--- src/rtl/multicycle_controller.sv ---
// Multicycle RISC-V control FSM: sequences fetch/decode/execute/memory/writeback
// and decodes the datapath selects, strobes and ALU operation combinationally.
module multicycle_controller (
    input  logic       clk,
    input  logic       rst_n,
    input  logic [6:0] op,
    input  logic [2:0] funct3,
    input  logic       funct7_5,
    input  logic       Zero,
    input  logic       mem_ready,
    output logic       PCWrite,
    output logic       AdrSrc,
    output logic       MemWrite,
    output logic       IRWrite,
    output logic [1:0] ResultSrc,
    output logic [1:0] ALUSrcA,
    output logic [1:0] ALUSrcB,
    output logic [1:0] ImmSrc,
    output logic       RegWrite,
    output logic [2:0] ALUControl,
    output logic [3:0] state
);

    localparam int unsigned OP_W  = 7;
    localparam int unsigned ST_W  = 4;
    localparam int unsigned ALU_W = 3;

    localparam logic [OP_W-1:0] OP_LW  = OP_W'(7'b0000011);
    localparam logic [OP_W-1:0] OP_SW  = OP_W'(7'b0100011);
    localparam logic [OP_W-1:0] OP_R   = OP_W'(7'b0110011);
    localparam logic [OP_W-1:0] OP_I   = OP_W'(7'b0010011);
    localparam logic [OP_W-1:0] OP_BEQ = OP_W'(7'b1100011);
    localparam logic [OP_W-1:0] OP_JAL = OP_W'(7'b1101111);

    localparam logic [ALU_W-1:0] ALU_ADD = ALU_W'(3'b000);
    localparam logic [ALU_W-1:0] ALU_SUB = ALU_W'(3'b001);
    localparam logic [ALU_W-1:0] ALU_AND = ALU_W'(3'b010);
    localparam logic [ALU_W-1:0] ALU_OR  = ALU_W'(3'b011);
    localparam logic [ALU_W-1:0] ALU_SLT = ALU_W'(3'b101);

    typedef enum logic [ST_W-1:0] {
        S_FETCH    = 4'd0,
        S_DECODE   = 4'd1,
        S_MEMADR   = 4'd2,
        S_MEMREAD  = 4'd3,
        S_MEMWB    = 4'd4,
        S_MEMWRITE = 4'd5,
        S_EXECUTER = 4'd6,
        S_EXECUTEI = 4'd7,
        S_ALUWB    = 4'd8,
        S_BEQ      = 4'd9,
        S_JAL      = 4'd10
    } state_t;

    typedef enum logic [1:0] {
        AOP_ADD   = 2'd0,
        AOP_SUB   = 2'd1,
        AOP_FUNCT = 2'd2
    } alu_op_t;

    state_t  state_q;
    state_t  state_d;
    alu_op_t alu_op;

    assign state = state_q;

    // State register
    always_ff @(posedge clk or negedge rst_n) begin
        if (!rst_n) state_q <= S_FETCH;
        else        state_q <= state_d;
    end

    // Next-state logic; unused codes fall back to FETCH
    always_comb begin
        state_d = S_FETCH;
        case (state_q)
            S_FETCH:    state_d = mem_ready ? S_DECODE : S_FETCH;
            S_DECODE: begin
                case (op)
                    OP_LW, OP_SW: state_d = S_MEMADR;
                    OP_R:         state_d = S_EXECUTER;
                    OP_I:         state_d = S_EXECUTEI;
                    OP_BEQ:       state_d = S_BEQ;
                    OP_JAL:       state_d = S_JAL;
                    default:      state_d = S_FETCH;
                endcase
            end
            S_MEMADR: begin
                if (op == OP_SW)      state_d = S_MEMWRITE;
                else if (op == OP_LW) state_d = S_MEMREAD;
                else                  state_d = S_FETCH;
            end
            S_MEMREAD:  state_d = mem_ready ? S_MEMWB : S_MEMREAD;
            S_MEMWRITE: state_d = mem_ready ? S_FETCH : S_MEMWRITE;
            S_EXECUTER, S_EXECUTEI, S_JAL: state_d = S_ALUWB;
            default:    state_d = S_FETCH;
        endcase
    end

    // Per-state selects and strobes; strobes forced low while reset is held
    always_comb begin
        PCWrite   = 1'b0;
        AdrSrc    = 1'b0;
        MemWrite  = 1'b0;
        IRWrite   = 1'b0;
        RegWrite  = 1'b0;
        ResultSrc = 2'b00;
        ALUSrcA   = 2'b00;
        ALUSrcB   = 2'b00;
        alu_op    = AOP_ADD;
        case (state_q)
            S_FETCH: begin
                ALUSrcB   = 2'b10;
                ResultSrc = 2'b10;
                IRWrite   = mem_ready;
                PCWrite   = mem_ready;
            end
            S_DECODE: begin
                ALUSrcA = 2'b01;
                ALUSrcB = 2'b01;
            end
            S_MEMADR: begin
                ALUSrcA = 2'b10;
                ALUSrcB = 2'b01;
            end
            S_MEMREAD:  AdrSrc = 1'b1;
            S_MEMWB: begin
                ResultSrc = 2'b01;
                RegWrite  = 1'b1;
            end
            S_MEMWRITE: begin
                AdrSrc   = 1'b1;
                MemWrite = 1'b1;
            end
            S_EXECUTER: begin
                ALUSrcA = 2'b10;
                alu_op  = AOP_FUNCT;
            end
            S_EXECUTEI: begin
                ALUSrcA = 2'b10;
                ALUSrcB = 2'b01;
                alu_op  = AOP_FUNCT;
            end
            S_ALUWB:    RegWrite = 1'b1;
            S_BEQ: begin
                ALUSrcA = 2'b10;
                alu_op  = AOP_SUB;
                PCWrite = Zero;
            end
            S_JAL: begin
                ALUSrcA = 2'b01;
                ALUSrcB = 2'b10;
                PCWrite = 1'b1;
            end
            default: ;
        endcase
        if (!rst_n) begin
            PCWrite  = 1'b0;
            IRWrite  = 1'b0;
            RegWrite = 1'b0;
            MemWrite = 1'b0;
        end
    end

    // Immediate format follows the opcode in every state
    always_comb begin
        ImmSrc = 2'b00;
        case (op)
            OP_SW:   ImmSrc = 2'b01;
            OP_BEQ:  ImmSrc = 2'b10;
            OP_JAL:  ImmSrc = 2'b11;
            default: ImmSrc = 2'b00;
        endcase
    end

    // ALU decode; funct3=000 subtracts only for R-type with funct7[5] set
    always_comb begin
        ALUControl = ALU_ADD;
        case (alu_op)
            AOP_SUB:   ALUControl = ALU_SUB;
            AOP_FUNCT: begin
                case (funct3)
                    3'b000:  ALUControl = (op[5] & funct7_5) ? ALU_SUB : ALU_ADD;
                    3'b010:  ALUControl = ALU_SLT;
                    3'b110:  ALUControl = ALU_OR;
                    3'b111:  ALUControl = ALU_AND;
                    default: ALUControl = ALU_ADD;
                endcase
            end
            default:   ALUControl = ALU_ADD;
        endcase
    end

endmodule

--- config.mk ---
export PLATFORM = sky130hd
export DESIGN_NAME = multicycle_controller
export DESIGN_NICKNAME = d
export VERILOG_FILES = /design/src/rtl/multicycle_controller.sv
export SDC_FILE = /design/constraint.sdc
export NUM_CORES = 1
export LEC_CHECK = 0
export ABC_AREA = 0
export CORE_MARGIN = 10
export CORE_UTILIZATION = 34
export CTS_CLUSTER_DIAMETER = 40
export DETAILED_ROUTE_END_ITERATION = 6
export GPL_TIMING_DRIVEN = 0
export PLACE_DENSITY = 0.75
export SLEW_MARGIN = 25
export SYNTH_ARGS = -nofsm -noshare
export SYNTH_HDL_FRONTEND = slang
export SYNTH_SLANG_ARGS = --single-unit
--- constraint.sdc ---
create_clock -name clk -period 1.7 [get_ports clk]
set_clock_uncertainty 0.05 [all_clocks]
set_input_delay 0.51 -clock clk [delete_from_list [all_inputs] [get_ports clk]]
set_output_delay 0.51 -clock clk [all_outputs]
set_load 0.02 [all_outputs]
# ---- After elaboration in Yosys (flattened, before gate mapping)
# Index checks and enable logic that the tools add are counted.
dict set report totals {
  input_bits 15
  latch_bits 0
  ram_bits 0
  out_inout_bits 20
  mem_bits_ro 0
  ff_bits 4
  wordCells 58
  n_memories 0
}
dict set report classes {
  eq_ne 21
  shift 0
  n_mux 24
  addsub 0
  order_cmp 0
  div_mod_pow 0
  reduce_logical 11
  multipliers 0
  bitwise_logic 1
}
# operator count
set op_table {}
lappend op_table {{case mux 4 bit (6 select lines)} 1}
lappend op_table {{case mux 4 bit (5 select lines)} 1}
lappend op_table {{equality test 4 x 3 -> 1 bit, second input constant} 4}
lappend op_table {{case mux 2 bit (2 select lines)} 4}
lappend op_table {{equality test 7 x 6 -> 1 bit, second input constant} 2}
lappend op_table {{equality test 7 bit, second input constant} 2}
lappend op_table {{equality test 4 bit, second input constant} 3}
lappend op_table {{case mux 3 bit (4 select lines)} 1}
lappend op_table {{OR reduction 2 bit} 6}
lappend op_table {{2-to-1 mux 1 bit} 10}
lappend op_table {{2-to-1 mux 3 bit} 3}
lappend op_table {{equality test 4 x 2 -> 1 bit, second input constant} 2}
lappend op_table {{equality test 7 x 2 -> 1 bit, second input constant} 1}
lappend op_table {{equality test 7 x 5 -> 1 bit, second input constant} 1}
lappend op_table {{equality test 3 bit, second input constant} 2}
lappend op_table {{case mux 2 bit (3 select lines)} 1}
lappend op_table {{case mux 3 bit (2 select lines)} 1}
lappend op_table {{OR reduction 3 bit} 2}
lappend op_table {{equality test 4 x 1 -> 1 bit, second input constant} 1}
lappend op_table {{zero test 4 bit} 1}
lappend op_table {{OR reduction 4 bit} 1}
lappend op_table {{equality test 3 x 2 -> 1 bit, second input constant} 1}
lappend op_table {{zero test 3 bit} 1}
lappend op_table {{case mux 1 bit (3 select lines)} 1}
lappend op_table {{other kinds (4)} 4}

# ---- Logic depth before layout (Yosys ltp)
dict set report logic_depth {
  word_depth 5
  depth_mapped 7
  depth_no_buf 7
}

# ---- Worst setup path after synthesis
# Ideal clock, no wire load.
dict set report synth_path {
  path_kind {flip-flop to output port}
  start {register state_q[0], in the netlist state[0]}
  end {output port ALUControl[2]}
  t_arrival_ps 1945
  path_slack_ps -805
  required_time_ps 1140
  stages_incl_launch_ff 7
  path_buffers 1
  path_cell_list {dfrtp_1 > clkbuf_8 > nor2b_1 > nand3_1 > inv_1 > ha_1 > nor4_1}
}
dict set report synth_between {
  elab_chain_len 5
  elab_cells_between_ends 8
  classes_between {5 x eq/ne; 2 x mux; 1 x reduce/logical}
}
# element line
set synth_lines {}
lappend synth_lines {{from (decl)} 61} ;# state_t state_q;
lappend synth_lines {{from (signal assigned)} 70} ;# else state_q <= state_d;
lappend synth_lines {{equality test 4 x 3 -> 1 bit} 111} ;# case (state_q)
lappend synth_lines {{OR reduction 2 bit (no source line)} n/a}
lappend synth_lines {{case mux 2 bit (2 select lines) *} 111}
lappend synth_lines {{equality test 2 bit or equality test 2 x 1 -> 1 bit (tied branches)} 179} ;# case (alu_op)
lappend synth_lines {{case mux 3 bit (2 select lines) *} 179}
lappend synth_lines {{to (decl)} 20} ;# output logic [2:0] ALUControl,
# Every way passes the cells marked *; elsewhere a longest branch is shown, timed or not.

# ---- Worst setup path in the final report
dict set report layout_path {
  start {register state_q[1], in the netlist state[1]}
  end {output port PCWrite}
}
dict set report layout_between {
  elab_chain_len 3
  elab_cells_between_ends 5
  classes_between {2 x eq/ne; 2 x mux; 1 x reduce/logical}
}
# element line
set layout_lines {}
lappend layout_lines {{equality test 4 bit or zero test 4 bit (tied branches)} 111}
lappend layout_lines {{case mux 1 bit (3 select lines) *} 111}
lappend layout_lines {{2-to-1 mux 1 bit *} 157} ;# if (!rst_n) begin
lappend layout_lines {{to (decl)} 11} ;# output logic PCWrite,
# Marks and branches as above.

==> flow_metrics.tcl <==
set metrics [dict create \
    syn_inst 87 \
    power.density_nw_per_um2 344.0 \
    multi_input_area_um2 693.2 \
    required_ps 1140 \
    maxCapViolCount 0 \
    gr-total-overflow 0 \
    diodes 0 \
    yosysSeqAreaShare_pct 15.44 \
    drt_iter0_markers 42 \
    fmax_ghz 0.4334 \
    ff2ff_path_depth 6 \
    crit_chain "and2b_4, a21oi_1, mux2_4, nor3b_4, buf_6" \
    seqPwrFrac_pct 20.5 \
    rows 15 \
    worst_skew_pair.late_latency_ps 250 \
    grtUsageTotal_pct 13.69 \
    sw_frac_of_total_pct 35.91 \
    clock_sinks 4 \
    grt_pass1_wl_um 4560 \
    cts_tree "yes" \
    final-hold-violation-count 0 \
    failed_checks "setup timing" \
    min_path_type "in2async" \
    path_clk_slew_ps 40 \
    synth_top_cell_by_area "dfrtp_1" \
    ant_nets 0 \
    drc_errors 0 \
    ir_worst_vdd_uv 355.5 \
    drv_slew 0 \
    clkPwrFrac_pct 24.8 \
    crit_fanout 6 \
    layout-drive-gt1-share_pct 64.24 \
    die_h_um 63.66 \
    grt_pass1_vias 949 \
    worstSetupPathType "reg2out" \
    syn_nets 104 \
    clk_path_buf_depth 2 \
    status "finished with violations" \
    worstPathArrival_ps 1750 \
    worstReg2RegStart "state[0]$_DFF_PN0_" \
    r2r-end "state[1]$_DFF_PN0_" \
    dp_cells 146 \
    htree_levels 1 \
    worstMarginPinSlew_ps 361.7 \
    switchingPower_uw 184.1 \
    cts_root_buf "clkbuf_4" \
    setup_viol 16 \
    setup-tns-final_ps -5431 \
    crit_path_end_kind "primary output" \
    port_buffers 34 \
    regArea_um2 105.1 \
    synth_area_per_cell_um2 7.450 \
    rsz0062_at_grt "true" \
    cp-startpoint "state[1]$_DFF_PN0_" \
    wl_per_cell_um 19.23 \
    core_um2 1764 \
    initial_core_util_pct 36.74 \
    routabilityCongestion 0.8318 \
    total_leakage_power_uw 0.0006794 \
    antenna_found_initial 0 \
    ys_ff_latch 4 \
    fin_cells 176 \
    yosysWarnings 0 \
    via_per_inst 5.659 \
    fin_area_um2 1490 \
    post-route-min-period_ps 2307 \
    synth_area_um2 648.1 \
    cp-start-kind "flop" \
    hold_ws_ps 220.9 \
    post-route-period-util_pct 135.7 \
    num-fill-cells 99 \
    die-area_um2 4053 \
    largest_reg_flops 4 \
    die_w_um 63.66 \
    max_stage_delay_ps 460 \
    ys_top_cells_by_area "dfrtp_1 (15%), nand2_1 (6.9%), nor2_1 (6.9%), clkbuf_8 (4.2%), nand4bb_4 (4.2%)" \
    cpLargestDelayFamily "simple AND/OR/NAND/NOR gates" \
    cts_inserted_buffers 3 \
    r2r_slack_ps 250 \
    slowest_stage "dfrtp_2" \
    synth_cell_types 37 \
    setup_ws_ps -607.4 \
    cp_num_cells 5 \
    grt_max_degree 11 \
    ios 35 \
    p_comb_share_pct 54.8 \
    vias 996 \
    layout.nets 170 \
    crit_buf_inv 1 \
    crit_end "PCWrite" \
    routed_wirelength_um 3384 \
    p_int_uw 328.5 \
    syn_to_final_growth_pct 129.9 \
    dp_hpwl_um 1865 \
    slew_headroom_pct 75.89 \
    dr.pass1.iters 4 \
    placed_cell_area_um2 1125 \
    synth_top_area_share_pct 15.44 \
]
[per-layer routing]
layer	track usage, %	vias to the layer above	share of wire, %
li1	-	442	-
met1	13.94	474	37
met2	26.26	64	52
met3	3.357	16	7.5
met4	4.372	0	3.9
met5	0	-	0
[synth_stat cells]
master and number:
ha_1 2, nor2b_2 1, nor4_1 2, clkbuf_8 2, a31o_1 1, xor2_1 2, a211oi_1 1, or2_1 1
and4bb_1 1, o211ai_1 1, and2_1 1, buf_6 2, o32a_1 1, mux2i_1 1, a31oi_1 2, nor3b_2 1
a21o_1 1, nand3b_1 2, nand2_1 12, xnor2_1 1, mux2_2 1, nor3_1 3, a32o_1 1, nor2_1 12
o21ai_0 4, and2b_4 2, nand2b_1 2, nand4_1 1, nand4bb_4 1, dfrtp_1 4, nor3b_1 1, nor2b_1 2
inv_1 4, nand3_1 2, a21oi_1 5, a22oi_1 1, and3_1 3
[area by class of cell]
cell class,count,share of cell area (%)
Buffer,4,4.702
Timing Repair Buffer,61,37.11
Multi-Input combinational cell,75,46.52
Clock buffer,3,1.511
Tap cell,25,2.099
Sequential cell,4,7.053
Inverter,4,1.008
[metrics by stage]
stage	setup slack, ps	total power (µW)	utilization (%)
after floorplan	-287.2	208.2	-
after global placement	-1201	301.9	63.76
after detailed placement	-1226	305.4	63.76
after CTS	-530.6	467.5	74.68
after global routing	-649.1	535.7	84.47
final	-607.4	512.6	84.47
[worst min-delay path by stage]
stage,startpoint,to,slack (ps),cells past startpoint
after floorplan,rst_n,state[0]$_DFF_PN0_,160,0
after global placement,state[0]$_DFF_PN0_,state[2]$_DFF_PN0_,680,2
after detailed placement,state[0]$_DFF_PN0_,state[2]$_DFF_PN0_,670,2
after CTS,rst_n,state[2]$_DFF_PN0_,200,1
after global routing,rst_n,state[2]$_DFF_PN0_,240,1
final,rst_n,state[2]$_DFF_PN0_,220,1
[cells in the final DEF, fill, tap and decap left out, drive strengths merged, types with 3 or more instances in the layout]
cell type,instances
nand2,12
dlygate4sd2,6
nor2,12
nor2b,3
buf,52
inv,4
nor3,3
dfrtp,4
clkbuf,4
and3,3
o21ai,4
a21oi,5
clkdlybuf4s50,4
[power groups by stage]
stage	clock [µW]	sequential, µW	combinational [µW]
finish	127	105	281
global route	134	106	296
CTS	128	104	236
detailed placement	0	105	201
global placement	0	105	197
floorplan	0	108	100
[timing repair]
action / 4_1_cts / 5_1_grt
pin swaps: 12 / 13
setup buffers: 13 / 13
endpoints found under the hold margin: 0 / 0
hold buffers: 0 / 0
resized for setup: 149 / 22
gates cloned: 1 / 0
setup endpoints to repair: 23 / 16
[kinds of logic after synthesis]
group	count (synthesis)	share of synthesized area, %
buf+inv	8	10.04
xor+xnor	3	4.055
compound gates	18	17.95
flops	4	15.44
fa+ha+maj	2	3.860
mux	2	3.282
simple gates	50	45.37
Note: power is estimated with default switching activity, not from simulation.
